**config.mk**
```make
export PLATFORM = sky130hd
export DESIGN_NAME = spi_bus_bridge
export DESIGN_NICKNAME = d
export VERILOG_FILES = /design/src/rtl/spi_bus_bridge.sv
export SDC_FILE = /design/constraint.sdc
export NUM_CORES = 1
export LEC_CHECK = 0
export CAP_MARGIN = 15
export CORE_UTILIZATION = 58
export CTS_CLUSTER_SIZE = 16
export DETAILED_ROUTE_END_ITERATION = 7
export GPL_TIMING_DRIVEN = 1
export PLACE_DENSITY = 0.84
export SKIP_CTS_REPAIR_TIMING = 1
export SYNTH_ARGS = -nofsm -noshare
export SYNTH_HDL_FRONTEND = slang
export SYNTH_SLANG_ARGS = --single-unit
```
**constraint.sdc**
```tcl
create_clock -name clock -period 3.7 [get_ports clock]
set_input_delay 0.74 -clock clock [delete_from_list [all_inputs] [get_ports clock]]
set_output_delay 0.74 -clock clock [all_outputs]
set_load 0.005 [all_outputs]
```
**src/rtl/spi_bus_bridge.sv**
```systemverilog
// Bus-side front end for spi_controller: TX/RX word FIFOs, the clkdiv register
// and a small sequencer that issues one TX word at a time and collects replies.
module spi_bus_bridge #(
    parameter int DEPTH = 4,
    parameter int DW    = 16
) (
    input  logic          clock,
    input  logic          reset,
    input  logic          sel,
    input  logic          wen,
    input  logic          ren,
    input  logic [3:0]    addr,
    input  logic [31:0]   wdata,
    output logic [31:0]   rdata,
    output logic [DW-1:0] data_in,
    output logic          din_ready,
    input  logic [DW-1:0] data_out,
    input  logic          dout_ready,
    output logic [31:0]   clkdiv,
    output logic          irq
);

    localparam int AW = $clog2(DEPTH);
    localparam int PW = AW + 1;
    localparam logic [PW-1:0] PTR_ONE = PW'(1);

    typedef enum logic [1:0] {ST_IDLE, ST_ISSUE, ST_WAIT} state_t;

    state_t state, state_nxt;

    logic [DW-1:0] tx_mem [DEPTH];
    logic [DW-1:0] rx_mem [DEPTH];
    logic [PW-1:0] tx_wp, tx_rp, rx_wp, rx_rp;
    logic          tx_ovf, rx_ovf;

    logic wr_en, rd_en;
    logic wr_data, wr_status, wr_clkdiv, flush, rd_data;
    logic tx_empty, tx_full, rx_empty, rx_full;
    logic tx_pop, tx_push, rx_pop, rx_req, rx_push;
    logic [31:0] status, rd_val;

    function automatic logic ptr_full(input logic [PW-1:0] wp, input logic [PW-1:0] rp);
        return (wp[PW-1] != rp[PW-1]) && (wp[AW-1:0] == rp[AW-1:0]);
    endfunction

    function automatic logic [31:0] zext(input logic [DW-1:0] w);
        logic [31:0] r;
        r = '0;
        r[DW-1:0] = w;
        return r;
    endfunction

    assign wr_en     = sel & wen;
    assign rd_en     = sel & ren;
    assign wr_data   = wr_en && (addr == 4'h0);
    assign wr_status = wr_en && (addr == 4'h4);
    assign wr_clkdiv = wr_en && (addr == 4'h8);
    assign flush     = wr_en && (addr == 4'hC) && wdata[0];
    assign rd_data   = rd_en && (addr == 4'h0);

    assign tx_empty = (tx_wp == tx_rp);
    assign rx_empty = (rx_wp == rx_rp);
    assign tx_full  = ptr_full(tx_wp, tx_rp);
    assign rx_full  = ptr_full(rx_wp, rx_rp);

    // A full FIFO still accepts a push when it is being popped on the same edge.
    assign tx_push = wr_data && (!tx_full || tx_pop);
    assign rx_pop  = rd_data && !rx_empty;
    assign rx_push = rx_req && (!rx_full || rx_pop);

    assign status = {25'd0, rx_ovf, tx_ovf, (state != ST_IDLE),
                     rx_full, rx_empty, tx_full, tx_empty};

    assign irq = !rx_empty;

    always_ff @(posedge clock or negedge reset) begin
        if (!reset) state <= ST_IDLE;
        else        state <= state_nxt;
    end

    always_comb begin
        state_nxt = state;
        tx_pop    = 1'b0;
        rx_req    = 1'b0;
        case (state)
            ST_IDLE: begin
                if (!tx_empty) begin
                    state_nxt = ST_ISSUE;
                    tx_pop    = 1'b1;
                end
            end
            ST_ISSUE: state_nxt = ST_WAIT;
            ST_WAIT: begin
                if (dout_ready) begin
                    rx_req    = 1'b1;
                    state_nxt = ST_IDLE;
                end
            end
            default: state_nxt = ST_IDLE;
        endcase
        // Flush overrides the sequencer and swallows a coincident reply.
        if (flush) begin
            state_nxt = ST_IDLE;
            tx_pop    = 1'b0;
            rx_req    = 1'b0;
        end
    end

    always_ff @(posedge clock or negedge reset) begin
        if (!reset) begin
            tx_wp <= '0;
            tx_rp <= '0;
            rx_wp <= '0;
            rx_rp <= '0;
        end else if (flush) begin
            tx_wp <= '0;
            tx_rp <= '0;
            rx_wp <= '0;
            rx_rp <= '0;
        end else begin
            if (tx_push) tx_wp <= tx_wp + PTR_ONE;
            if (tx_pop)  tx_rp <= tx_rp + PTR_ONE;
            if (rx_push) rx_wp <= rx_wp + PTR_ONE;
            if (rx_pop)  rx_rp <= rx_rp + PTR_ONE;
        end
    end

    always_ff @(posedge clock) begin
        if (tx_push && !flush) tx_mem[tx_wp[AW-1:0]] <= wdata[DW-1:0];
        if (rx_push)           rx_mem[rx_wp[AW-1:0]] <= data_out;
    end

    always_ff @(posedge clock or negedge reset) begin
        if (!reset) begin
            tx_ovf <= 1'b0;
            rx_ovf <= 1'b0;
        end else begin
            if (wr_status && wdata[5]) tx_ovf <= 1'b0;
            if (wr_status && wdata[6]) rx_ovf <= 1'b0;
            if (wr_data && !tx_push)   tx_ovf <= 1'b1;
            if (rx_req && !rx_push)    rx_ovf <= 1'b1;
        end
    end

    always_ff @(posedge clock or negedge reset) begin
        if (!reset)         clkdiv <= '0;
        else if (wr_clkdiv) clkdiv <= wdata;
    end

    always_comb begin
        rd_val = '0;
        case (addr)
            4'h0:    rd_val = rx_empty ? 32'd0 : zext(rx_mem[rx_rp[AW-1:0]]);
            4'h4:    rd_val = status;
            4'h8:    rd_val = clkdiv;
            default: rd_val = '0;
        endcase
    end

    always_ff @(posedge clock or negedge reset) begin
        if (!reset)     rdata <= '0;
        else if (rd_en) rdata <= rd_val;
    end

    // The word is latched as the strobe rises so data_in is valid with
    // din_ready and stays put for the whole wait.
    always_ff @(posedge clock or negedge reset) begin
        if (!reset) begin
            data_in   <= '0;
            din_ready <= 1'b0;
        end else begin
            din_ready <= tx_pop;
            if (tx_pop) data_in <= tx_mem[tx_rp[AW-1:0]];
        end
    end

endmodule
```
==> key figures, run 1 <==
Cells and area
  • Diode count: 0
  • Area growth, synth to finish: 26.0%
  • Share of layout cells above drive strength 1: between 20% and 30%
  • Nets: 761
  • Post-route design area: 11400 µm²
  • Layout Utilization: approximately three quarters

Yosys
  • Net Count, Synth: roughly 600
  • Post-synth EDFFs: between 100 and 150
  • Top cells by area, synth: edfxtp_1 42%, dfrtp_1 27%, mux4_2 7.9%
  • Leading area contributor after synthesis: edfxtp_1
  • Ys flop type: edfxtp_1
  • Avg Inst Size Synth: about 17 µm²
  • Post-synthesis async set-or-reset flop share: ~43%
  • Share of the synthesized area in the top cell type: 42.4%
  • Syn. warnings: 0
  • Synth unique cells: 54
  • Gate Count Post-Synth: around 530
  • Sequential area share after synthesis: roughly 69%
  • Synthesized flop and latch total: between 200 and 250
  • Post-Syn Area: about 9100 µm²

Setup path
  • Worst endpoint required time: between 2000 and 3000 ps
  • Critical path's slowest cell: clkdlybuf4s50_1
  • CP max FO: 20
  • Critical Path AT: 2040 ps
  • Worst R2R Setup Slack: ~1200 ps
  • Worst Setup End Kind: output pin
  • Crit path max-delay family: buffers and inverters
  • Setup crit start kind: register
  • CP max stage delay: ~500 ps
  • Worst Path Buf+Inv: 2
  • CP Class: reg2out
  • CP cell instances: buf_4 > xnor2_1 > nand3_1 > clkdlybuf4s50_1

Power and ir drop
  • Pint: 0.00541 W
  • Flop pwr share: 43.3%
  • Pwr Total: around 0.0074 W
  • Comb pwr share: ~28%
  • Peak supply drop: 473 µV
  • LEAKAGE: 4.36 nW
  • Sw frac: a little over a quarter
  • Pwr per Cell Area: roughly 650 nW/µm²
  • Net Sw Power: about 0.0020 W
  • Clock power share: ~29%

Placement
  • Number of I/O port buffers: approximately 140
  • Placed Area: roughly 11000 µm²
  • GPL Wtd Cong: approximately 0.84
  • Hpwl dp: about 13 mm
  • Worst slack, placed: around 520 ps

Clocking
  • CTS sink cnt: roughly 230
  • CTS max path bufs: 3
  • H-Tree Depth: 1
  • CTS buffer count: 23
  • Clock slew at reported path FFs: roughly 60 ps
  • Clock latency on the worst-skew pair: ~490 ps
  • Clock Tree Root: clkbuf_16
  • CTS tree: done

Floorplan
  • Die Y: between 100 and 150 µm
  • Starting Density: between 50 and 60%
  • Die ar.: 16100 µm²
  • Core area: between 15000 and 20000 µm²
  • Num rows: 45
  • Chip width: about 130 µm
  • I/O pin cnt: 140

Global route
  • Vias in the first global route: approximately 5600
  • Number of antenna violations at the first check in global routing: 0
  • Largest net degree at the start of global routing: 39
  • Tot GR Track Use: about 25%
  • Global-route wire length before repair: ~31 mm
  • Total gr overflow: 0

STA
  • Final setup violation count: 0
  • Clk_skew: 10.2 ps
  • Slew Limit Headroom: a little under half
  • Tightest Pin Transition: between 800 and 900 ps
  • Final Max Tran Viols: 0
  • Crit path setup slack, layout: around 900 ps
  • F_max: approximately 0.36 GHz
  • Fin Setup TNS: 0 ps
  • Minimum clock period: roughly 2800 ps
  • Crit share post-route: between 70% and 80%
  • RSZ-0062 raised after global routing: no
  • Fin. Hold Viols: 0

Worst hold path
  • Hold Crit Class: in2async

Route
  • Vias: 5276
  • Routed wire length: between 15 and 20 mm
  • Routed len/inst: roughly 21 µm
  • Via density per instance: approximately 5.8
  • 1st-iter DRT viols: 416
  • Drt drc: 0
  • Antenna-violating nets left: 0
  • TritonRoute pass-1 iters: 5

Run status
  • Status: completed

Flow run
  • Max_cap viols: 0
==> cell usage in the layout (no fill, tap or decap), types with 8 or more instances in the layout <==
master	synthesis	final
edfxtp_1	128	128
o21ai_0	20	20
clkbuf_16	0	23
a221o_1	10	10
nor2_1	12	12
dfrtp_1	97	97
nor2b_1	10	10
mux2_2	39	39
mux4_2	32	32
buf_4	5	23
clkdlybuf4s50_1	0	138
xor2_1	8	8
mux2_4	9	9
ha_1	10	10
inv_1	11	11
nand2_1	44	44
==> flip-flops by register name (all words and copies together), names as in the netlist <==
signal	cells
rx_wp	3
tx_wp	3
rx_mem	64
data_in	16
clkdiv	32
tx_mem	64
tx_ovf	1
rx_ovf	1
din_ready	1
state	2
tx_rp	3
rx_rp	3
rdata	32
==> cell families after synthesis <==
group | after synthesis | share of synthesized area, %
AOI/OAI and AO/OA | 59 | 4.90
buffers and inverters | 35 | 2.14
and+or+nand+nor | 101 | 6.00
xor gates and xnor gates | 13 | 1.26
DFF | 225 | 69.2
muxes | 88 | 15.2
adders and majority gates | 10 | 1.38
==> layout make-up <==
cell class / count / area [µm²]
Fill cell: 887 / 3830
Multi-Input combinational cell: 271 / 2600
Inverter: 11 / 41.3
Sequential cell: 225 / 6270
Clock buffer: 26 / 587
Clock inverter: 12 / 105
Timing Repair Buffer: 161 / 1550
Tap cell: 211 / 264
==> synthesized netlist by cell type (6+ instances only) <==
cell        n
mux2_2     39
edfxtp_1  128
clkbuf_1   10
mux4_2     32
xor2_1      8
mux2i_1     7
a22oi_1     6
dfrtp_1    97
nand2_1    44
and3_1      6
and2_1      6
a221o_1    10
ha_1       10
o21ai_0    20
nor2b_1    10
inv_1      11
nor2_1     12
mux2_4      9
==> metrics by stage <==
step	hold slack (ps)	instances
floorplan	444	531
global placement	456	879
detailed placement	462	879
CTS	228	917
global route	262	917
finish	230	917
==> power groups by stage <==
stage | clock network (W) | registers [W] | logic, W
final | 0.00216 | 0.00321 | 0.00205
after global placement | 0 | 0.00323 | 0.00196
after floorplan | 0 | 0.00322 | 0.00129
after CTS | 0.00219 | 0.00321 | 0.00207
after detailed placement | 0 | 0.00325 | 0.00203
after global routing | 0.00228 | 0.00324 | 0.00222
==> worst register-to-register path, stage by stage, from the launching register on <==
cell	delay [ps]
dfrtp_1	330
buf_4	340
xor2_1	310
nor3_1	170
a21boi_0	510
and3_1	250
buf_4	260
==> per-layer routing <==
metal	vias to the layer above	wire [µm]	share of wire, %	global-route usage [%]
met5	-	0	0	0
met4	0	489	2.5	6.93
met3	36	868	4.4	3.69
met2	176	10300	53	44.5
met1	2710	7880	40	32.9
li1	2354	-	-	-
==> path summary, 6_finish.rpt <==
kind,from,endpoint,cells after the start
worst max-delay path,rx_rp[0]$_DFFE_PN0P_,irq,4
worst min-delay path,reset,data_in[7]$_DFFE_PN0P_,1
worst max register to register,rx_rp[0]$_DFFE_PN0P_,rx_mem[1][9]$_DFFE_PP_,6
worst min register to register,rdata[19]$_DFFE_PN0P_,rdata[19]$_DFFE_PN0P_,2
max in group asynchronous,reset,rdata[0]$_DFFE_PN0P_,2
min in group clock,rdata[19]$_DFFE_PN0P_,rdata[19]$_DFFE_PN0P_,2
Power figures use the tool's default switching activity.
==> inputs of run 2 (changes only) <==
--- a/config.mk
+++ b/config.mk
@@ -6,11 +6,11 @@
 export NUM_CORES = 1
 export LEC_CHECK = 0
 export CAP_MARGIN = 15
-export CORE_UTILIZATION = 58
+export CORE_UTILIZATION = 49
 export CTS_CLUSTER_SIZE = 16
 export DETAILED_ROUTE_END_ITERATION = 7
 export GPL_TIMING_DRIVEN = 1
-export PLACE_DENSITY = 0.84
+export PLACE_DENSITY = 0.76
 export SKIP_CTS_REPAIR_TIMING = 1
 export SYNTH_ARGS = -nofsm -noshare
 export SYNTH_HDL_FRONTEND = slang
==> constraint.sdc (replaced) <==
create_clock -name clock -period 2.4 [get_ports clock]
set_input_delay 0.48 -clock clock [delete_from_list [all_inputs] [get_ports clock]]
set_output_delay 0.48 -clock clock [all_outputs]
set_load 0.005 [all_outputs]
==> key figures, run 2 (synthesis results as in run 1) <==
Clocking
  • Clock latency on the worst-skew pair: approximately 520 ps
  • Clock Tree Root: clkbuf_16
  • Clock slew at reported path FFs: 60 ps
  • CTS tree: done
  • CTS max path bufs: 3
  • CTS sink cnt: ~230
  • CTS buffer count: 24
  • H-Tree Depth: 1

Setup path
  • Critical Path AT: 1840 ps
  • Worst endpoint required time: roughly 1900 ps
  • Setup crit start kind: register
  • CP Launch Point: rx_wp[1]$_DFFE_PN0P_
  • Worst Setup End Kind: output pin
  • CP Class: reg2out
  • Worst Path Buf+Inv: 1
  • CP max stage delay: between 400 and 500 ps
  • CP max FO: 6
  • Crit path max-delay family: flip-flops
  • Crit Reg-Reg Startpoint: rx_wp[1]$_DFFE_PN0P_
  • CP cell instances: xnor2_2 > nand3_2 > clkdlybuf4s50_1
  • Critical path's slowest cell: dfrtp_1

STA
  • Final Max Tran Viols: 0
  • Fin. Hold Viols: 0
  • Crit share post-route: between 90% and 100%
  • Clk_skew: between 15 and 20 ps
  • RSZ-0062 raised after global routing: no
  • Tightest Pin Transition: ~610 ps
  • Min Hold Slack: 346 ps
  • Minimum clock period: around 2300 ps
  • Slew Limit Headroom: 59.0%
  • F_max: around 0.43 GHz
  • Final setup violation count: 0

Cells and area
  • Diode count: 0
  • Commonest non-fill, non-tap cell in the layout: clkdlybuf4s50_1
  • Post-route design area: 11900 µm²
  • Area growth, synth to finish: 31.4%
  • Nets: just under 800
  • Commonest cells after routing, fill and taps aside: 138 x clkdlybuf4s50_1, 128 x edfxtp_1, 97 x dfrtp_1, 44 x nand2_1, 39 x mux2_2
  • Share of layout cells above drive strength 1: 23.7%

Placement
  • Placed Area: between 10000 and 15000 µm²
  • Number of I/O port buffers: approximately 140
  • GPL Wtd Cong: about 0.84
  • Hpwl dp: between 10 and 15 mm

Worst hold path
  • Hold Crit Class: in2async

Power and ir drop
  • LEAKAGE: about 4.6 nW
  • Pwr per Cell Area: 1010 nW/µm²
  • Peak supply drop: between 700 and 800 µV
  • Pwr Total: 0.0121 W

Global route
  • Global-route wire length before repair: 31.4 mm
  • Vias in the first global route: ~5700
  • Tot GR Track Use: about a fifth
  • Total gr overflow: 0
  • Number of antenna violations at the first check in global routing: 0
  • Largest net degree at the start of global routing: slightly below 60

Route
  • TritonRoute pass-1 iters: 5
  • Via density per instance: around 5.5
  • Antenna-violating nets left: 0
  • Vias: 5308
  • 1st-iter DRT viols: roughly 270
  • Drt drc: 0
  • Routed len/inst: 20.2 µm
  • Routed wire length: 19.4 mm

Floorplan
  • I/O pin cnt: 140
  • Chip width: about 140 µm
  • Die ar.: between 15000 and 20000 µm²
  • Die Y: between 100 and 150 µm
  • Core area: 18000 µm²
  • Num rows: 49
  • Starting Density: between 50% and 60%

Flow run
  • Max_cap viols: 0

Run status
  • Status: completed
## run 2: cell types whose count changed in the layout (fill, tap and decap cells not counted), sizes merged
cell and delta:
buf +20, bufinv +2, clkbuf +6, clkinv -3
clkinvlp +1, dlygate4sd3 +1
## run 2: worst paths after layout
check	endpoint	slack, ps	cells past startpoint
min	data_in[12]$_DFFE_PN0P_	350	2
min in group clock	rdata[19]$_DFFE_PN0P_	460	2
min reg2reg	rdata[19]$_DFFE_PN0P_	460	2
max reg2reg	rx_mem[3][14]$_DFFE_PP_	350	6
max	irq	80	3
max in group asynchronous	rx_wp[0]$_DFFE_PN0P_	1430	3
## run 2: layout make-up
cell class | count | area [µm²]
flip-flops and latches | 225 | 6270
fillers | 1234 | 6110
multi-input cells | 271 | 2630
repair buffers | 182 | 1850
clock buffers | 32 | 661
well taps | 229 | 287
clock inverters | 12 | 171
inverters | 11 | 41.3
## run 2: worst register-to-register path: cells and delay by family (launching register included)
kind,cells,cell delay (ps)
simple gates,2,330
buf+inv,2,350
xor+xnor,1,330
flops,1,510
compound gates,1,240
## run 2: through the flow
step / cells / setup TNS (ps) / utilization, % / setup slack, ps
after CTS: 961 / -18.0 / 65.9 / -18.0
after global routing: 962 / 0 / 66.1 / 26.8
final: 962 / 0 / 66.1 / 84.6
after floorplan: 531 / 0 / - / 72.6
after detailed placement: 917 / -9370 / 61.3 / -104
after global placement: 917 / -4180 / 61.3 / -52.1
## run 2: layer usage
metal | global-route usage [%] | part of all wire, % | vias up
met5 | 0 | 0 | -
met4 | 7.46 | 3.5 | 0
met3 | 3.50 | 4.1 | 51
met2 | 36.7 | 51 | 146
met1 | 26.6 | 42 | 2717
li1 | - | - | 2394
## run 2: power by group
group	leakage (nW)	internal [W]	total (W)	switching (W)
logic	1.77	0.00191	0.00324	0.00132
clock network	0.406	0.00237	0.00384	0.00147
registers	2.41	0.00460	0.00498	0.000380
==> inputs of run 3 (changes only) <==
--- a/config.mk
+++ b/config.mk
@@ -6,6 +6,7 @@
 export NUM_CORES = 1
 export LEC_CHECK = 0
 export CAP_MARGIN = 15
+export CORE_MARGIN = 4
 export CORE_UTILIZATION = 49
 export CTS_CLUSTER_SIZE = 16
 export DETAILED_ROUTE_END_ITERATION = 7
==> key figures, run 3 (synthesis results as in run 1) <==
Global route
  • Vias in the first global route: about 5500
  • Global-route wire length before repair: 30.1 mm
  • Tot GR Track Use: 18.7%
  • Largest net degree at the start of global routing: between 90 and 100
  • Number of antenna violations at the first check in global routing: 0
  • Total gr overflow: 0

Power and ir drop
  • Pwr per Cell Area: around 990 nW/µm²
  • LEAKAGE: between 4 and 5 nW
  • Peak supply drop: 587 µV

Clocking
  • Clock slew at reported path FFs: around 70 ps
  • CTS max path bufs: 3
  • CTS tree: done
  • CTS buffer count: 23
  • Clock latency on the worst-skew pair: about 500 ps
  • CTS sink cnt: approximately 230
  • H-Tree Depth: 1
  • Clock Tree Root: clkbuf_16

Route
  • Vias: approximately 5200
  • Highest metal used: met4
  • M1 wire length: 7.66 mm
  • Antenna-violating nets left: 0
  • TritonRoute pass-1 iters: 4
  • Met2 wire length: just over 10 mm
  • Drt drc: 0
  • DR WL met3: 831 µm
  • Routed len/inst: approximately 20 µm
  • 1st-iter DRT viols: between 300 and 400
  • Routed wire length: ~19 mm
  • Via density per instance: roughly 5.4

Setup path
  • CP cell instances: xnor2_2 > nand3_2 > clkdlybuf4s50_1
  • Setup crit start kind: register
  • Critical path's slowest cell: dfrtp_1
  • Worst endpoint required time: about 1900 ps
  • CP max stage delay: 490 ps
  • CP Class: reg2out
  • Critical Path AT: 1850 ps
  • Worst Setup End Kind: output pin
  • CP max FO: 6

STA
  • Tightest Pin Transition: 638 ps
  • Clk_skew: around 8.3 ps
  • Fin Setup TNS: 0 ps
  • RSZ-0062 raised after global routing: no
  • F_max: ~0.43 GHz
  • Crit share post-route: 97.2%
  • Fin. Hold Viols: 0
  • Slew Limit Headroom: a little under three fifths
  • Minimum clock period: roughly 2300 ps
  • Final Max Tran Viols: 0
  • Final setup violation count: 0

Cells and area
  • Post-route design area: around 12000 µm²
  • Nets: between 700 and 800
  • Area growth, synth to finish: 30.4%
  • Commonest cells after routing, fill and taps aside: 138 x clkdlybuf4s50_1, 128 x edfxtp_1, 97 x dfrtp_1, 44 x nand2_1, 39 x mux2_2
  • Diode count: 0
  • Share of layout cells above drive strength 1: between 20% and 30%
  • Commonest non-fill, non-tap cell in the layout: clkdlybuf4s50_1

Placement
  • GPL Wtd Cong: between 0.8 and 0.9
  • Number of I/O port buffers: between 100 and 150
  • Hpwl dp: 13.8 mm
  • Placed Area: about 11000 µm²

Floorplan
  • Core area: about 18000 µm²
  • Die ar.: around 21000 µm²
  • I/O pin cnt: between 100 and 150
  • Die Y: ~140 µm
  • Starting Density: between 50% and 60%
  • Chip width: 144 µm
  • Num rows: 49

Run status
  • Status: completed

Flow run
  • Max_cap viols: 0

Worst hold path
  • Hold Crit Class: in2async
run 3: power breakdown:
group | switching (W) | internal (W) | total (W)
combinational | 0.00131 | 0.00192 | 0.00323
clock | 0.00141 | 0.00210 | 0.00352
sequential | 0.000381 | 0.00460 | 0.00498
run 3: per-layer routing:
metal  GRT usage [%]  vias up
li1                -     2387
met1            24.6     2625
met2            32.1      137
met3            3.21       44
met4            5.65        0
met5               0        -
run 3: path summary, 6_finish.rpt:
| path | cells after the start | slack [ps] | from | to |
|---|---|---|---|---|
| worst min-delay path | 2 | 30 | reset | data_in[9]$_DFFE_PN0P_ |
| worst max register to register | 5 | 380 | state[1]$_DFFE_PN0P_ | tx_mem[2][12]$_DFFE_PP_ |
| worst min register to register | 2 | 480 | rdata[27]$_DFFE_PN0P_ | rdata[27]$_DFFE_PN0P_ |
| min in group clock | 2 | 480 | rdata[27]$_DFFE_PN0P_ | rdata[27]$_DFFE_PN0P_ |
| worst max-delay path | 3 | 70 | rx_wp[1]$_DFFE_PN0P_ | irq |
| max in group asynchronous | 2 | 1960 | reset | rdata[0]$_DFFE_PN0P_ |
run 3: stage by stage:
stage	hold slack [ps]	instances	setup WS, ps	util (%)	power [W]
2_1_floorplan	184	531	72.6	-	0.00695
3_3_place_gp	463	919	-53.2	61.1	0.00815
3_5_place_dp	470	919	-80.9	61.1	0.00828
4_1_cts	58.9	960	9.80	65.3	0.0118
5_1_grt	82.6	960	16.4	65.4	0.0123
6_report	32.7	960	67.6	65.4	0.0117
run 3: critical path, delay by kind of cell (launching register included):
| kind | cells | cell delay (ps) |
|---|---|---|
| DFF | 1 | 490 |
| and+or+nand+nor | 1 | 160 |
| xor gates and xnor gates | 1 | 230 |
| buffers and inverters | 1 | 480 |
run 3: layout make-up:
cell class              instances  area [µm²]
clock buffers                  29         639
inverters                      11        41.3
well taps                     229         287
clock inverters                12         115
multi-input cells             271        2630
repair buffers                183        1840
fillers                      1218        6260
flip-flops and latches        225        6270
==> patch 1: new RTL, flow settings as in run 3 <==
Encoding of `state_t`: now one-hot (3 bits for 3 states).
--- a/src/rtl/spi_bus_bridge.sv
+++ b/src/rtl/spi_bus_bridge.sv
@@ -26,3 +26,3 @@
 
-    typedef enum logic [1:0] {ST_IDLE, ST_ISSUE, ST_WAIT} state_t;
+    typedef enum logic [2:0] {ST_IDLE = 3'b001, ST_ISSUE = 3'b010, ST_WAIT = 3'b100} state_t;
 
Formal check against the unedited RTL: same outputs for any inputs over 4 cycles, from zero or initial values and one cycle with reset low; so few cycles prove little.
==> patch 1 against run 3 <==
  * Total power is 2.0% lower
  * Wire length is 0.32% higher
  * Global-route usage grew 0.25 points
  * Synthesized area shrank 0.84%
  * Sequential cell count up 1
  * Combinational power is 9.9% lower
  * Cell count decreased by 3.9%
  * Via count shrank 1.2%
  * Setup slack improved by 120 ps
  * Design area down 0.21%
  * Highest routed layer unchanged
==> patch 1: results (changes against run 3) <==
track_usage_pct: 18.9  # +0.25 points
worst_pin_slew_ps: 646  # +8.48 ps
synthTopCellsByCount: "edfxtp_1, dfrtp_1, mux2_2"
rr_startpoint: "state[0]"
synth_fa_ha_area_share_pct: 1.39  # +0.012 points
syn_area_um2: 8990  # -0.84%
crit_start: "rx_wp[2]"
multi_input_area_share_pct: 21.5  # -0.72 points
dpl_cell_area_um2: 11000  # -0.75%
critical_path_arrival_ps: 1730  # -120 ps
final_nets: 746  # -4.7%
clock_area_share_pct: 6.74  # +0.36 points
ys_ff_latch: 226  # +0.44%
status: "complete, no violations"
grt_pass1_wl_um: 30300  # +0.80%
synth-compound-area-share_pct: 5.54  # +0.64 points
fin_hold_ws_ps: 394  # +361 ps
gp_congestion: 0.876  # +7.9%
reg2reg_slack_ps: 310  # -70 ps
via_count: 5129  # -1.2%
ys_warn_count: 0  # unchanged
dpl_worst_slack_ps: -63.3  # +17.6 ps
dpl.hpwl_um: 13600  # -1.7%
netlist-cell-type-count: 50  # -7.4%
clock_path_buffers: 3  # unchanged
n_clock_buffer: 26  # -10%
synth_xor_area_share_pct: 1.14  # -0.11 points
fillers: 1237  # +1.6%
synth_area_leaders: "edfxtp_1, dfrtp_1, mux4_2"
grt_max_degree: 64  # -35%
grt_pass1_vias: 5400  # -1.3%
swShare_pct: 25.1  # -1.4 points
signal_buffer_area_fraction_pct: 15.5  # -0.052 points
drt_iter0_drc: 306  # -12%
ys_seq_area_share_pct: 70.0  # +0.88 points
root_buffer: "clkbuf_16"
seq_area_share_pct: 53.4  # +0.37 points
syn_area_per_cell_um2: 18.2  # +6.4%
leakage_nw: 4.52  # -0.58%
antenna_found_initial: 0  # unchanged
totalWireLength_um: 19400  # +0.32%
vdd_ir_drop_max_uv: 713  # +21%
multi_input_cells: 234  # -14%
placed_cells_incl_taps: 879  # -4.4%
worstReg2RegEnd: "tx_mem[0][13]"
worst_slack_ps: 190  # +123 ps
fin_skew_ps: 15.7  # +7.42 ps
drive_gt1_share_pct: 25.4  # +1.4 points
crit_fanout: 4  # -2
areaGrowthSynthToFinish_pct: 31.3
synthArstFlopShare_pct: 43.4  # +0.25 points
synth_fp_nets: 563  # -6.0%
synth.mux.area_fraction_pct: 15.1  # -0.038 points
nNonClkInverters: 12  # +1
final_cells: 923  # -3.9%
signal_buffers: 181  # -1.1%
-- patch 1: critical path, cell delays in order (launching register included) --
cell and delay, ps:
dfrtp_2 450, xor2_2 210, or3_4 410, dlymetal6s2s_1 160
-- patch 1: power groups by stage --
| stage | Sequential [mW] | Combinational (mW) | Clock (mW) |
|---|---|---|---|
| 2_1_floorplan | 4.87 | 1.73 | 0 |
| 3_3_place_gp | 4.91 | 2.83 | 0 |
| 3_5_place_dp | 4.94 | 2.92 | 0 |
| 4_1_cts | 4.87 | 2.95 | 3.78 |
| 5_1_grt | 4.91 | 3.17 | 3.96 |
| 6_report | 4.86 | 2.91 | 3.71 |
-- patch 1: metal layers --
metal | routed length (um) | vias to the layer above | track usage (%)
li1 | - | 2285 | -
met1 | 7930 | 2655 | 26.0
met2 | 10000 | 151 | 32.0
met3 | 1020 | 38 | 2.96
met4 | 435 | 0 | 4.81
met5 | 0 | - | 0
==> patch 2: new RTL, flow settings as in run 3 <==
Made on the original files. `DEPTH`: 4 -> 8.
--- a/src/rtl/spi_bus_bridge.sv
+++ b/src/rtl/spi_bus_bridge.sv
@@ -3,3 +3,3 @@
 module spi_bus_bridge #(
-    parameter int DEPTH = 4,
+    parameter int DEPTH = 8,
     parameter int DW    = 16
Check against the original RTL: not equivalent (Yosys sat finds a counterexample within 10 cycles, from zero or initial values and one cycle with reset low).
==> patch 2 against run 3 <==
  * The flow now finishes with violations (hold timing)
  * Synthesized area grew 56%
  * Wire length up 61%
  * Combinational power grew 49%
  * Total power is 54% higher
  * Setup slack gained 7.5 ps
  * First-iteration DRC count is 90% higher
  * Synthesized cell count increased by 45%
  * Sequential cell count increased by 132
  * Sequential power grew 52%
  * Design area is 53% higher
  * Sequential share of layout area grew 3.6 points
  * Critical path type is now in2reg
  * Largest power group unchanged
==> patch 2: results (changes against run 3) <==
antenna_found_initial: 1  # +1
top_layer: "met5"
synthCells: 769  # +45%
met1_usage_pct: 28.2  # +3.6 points
synth_area_leaders: "edfxtp_1, dfrtp_1, mux4_2"
met1_length_um: 13100  # +71%
htreeDepth: 2  # +1
fin_skew_ps: 21.8  # +13.5 ps
dpl_cell_area_um2: 16800  # +52%
grt_use_met3_pct: 3.69  # +0.48 points
dpl_worst_slack_ps: -438  # -357 ps
insertion_delay_ps: 520  # +20 ps
grt_pass1_wl_um: 48400  # +61%
synth-edff-count: 256  # +100%
critPathTopFamily: "simple AND/OR/NAND/NOR gates"
track_usage_pct: 20.2  # +1.5 points
gp_congestion: 0.831  # +2.3%
placed_cells_incl_taps: 1307  # +42%
leakage_nw: 6.31  # +39%
hold_violations: 10  # +10
dr_wl_met3_um: 1550  # +87%
met2_length_um: 15800  # +55%
via_count: 7785  # +50%
status: "complete, but fails checks"
final_nets: 1030  # +32%
grt_max_degree: 102  # +4.1%
violations: "hold timing"
fin_hold_ws_ps: -37.3  # -70.0 ps
synth_fp_nets: 831  # +39%
netlist-cell-type-count: 55  # +1.9%
worst_pin_slew_ps: 669  # +31.7 ps
drive_gt1_share_pct: 28.4  # +4.4 points
first_pass_iters: 5  # +1
-- patch 2: cell count changes after synthesis, sizes merged, moves of 6 or more --
| cell | change |
|---|---|
| edfxtp | +128 |
| mux4 | +32 |
| mux2 | +18 |
| clkbuf | +17 |
| mux2i | +16 |
| a21oi | +9 |
| nand2 | +9 |
| nor2b | -9 |
| nor4 | +8 |
| and3 | -6 |
| ha | -6 |
-- patch 2: cell type report --
| type | count | area share [%] |
|---|---|---|
| Clock buffer | 47 | 5.63 |
| Tap cell | 378 | 2.62 |
| Sequential cell | 357 | 56.6 |
| Multi-Input combinational cell | 360 | 21.8 |
| Timing Repair Buffer | 205 | 12.1 |
| Inverter | 7 | 0.146 |
| Clock inverter | 21 | 1.05 |
-- patch 2: kinds of logic after synthesis --
| kind of cell | count (synthesis) | synth area share [%] |
|---|---|---|
| multiplexers | 154 | 17.2 |
| XOR/XNOR | 12 | 0.745 |
| flip-flops | 357 | 72.4 |
| buffers and inverters | 52 | 1.55 |
| AO/OA/AOI/OAI | 71 | 3.48 |
| adder cells (fa/ha/maj) | 4 | 0.355 |
| AND/OR/NAND/NOR | 119 | 4.27 |
-- patch 2: worst paths after layout --
| kind | from | cells after the start | slack [ps] | endpoint |
|---|---|---|---|---|
| max | addr[2] | 6 | 80 | rx_mem[3][6] |
| min | reset | 2 | -40 | data_in[6] |
| max reg2reg | rx_rp[0] | 6 | 310 | rx_mem[6][5] |
| min reg2reg | rdata[22] | 2 | 480 | rdata[22] |
| max in group asynchronous | reset | 2 | 1880 | rx_rp[0] |
| min in group clock | rdata[22] | 2 | 480 | rdata[22] |
-- patch 2: report_power, final --
group	switching, mW	total, mW	internal (mW)
sequential	0.406	7.57	7.16
clock	2.29	5.62	3.34
combinational	2.16	4.82	2.67
total	4.85	18.0	13.2
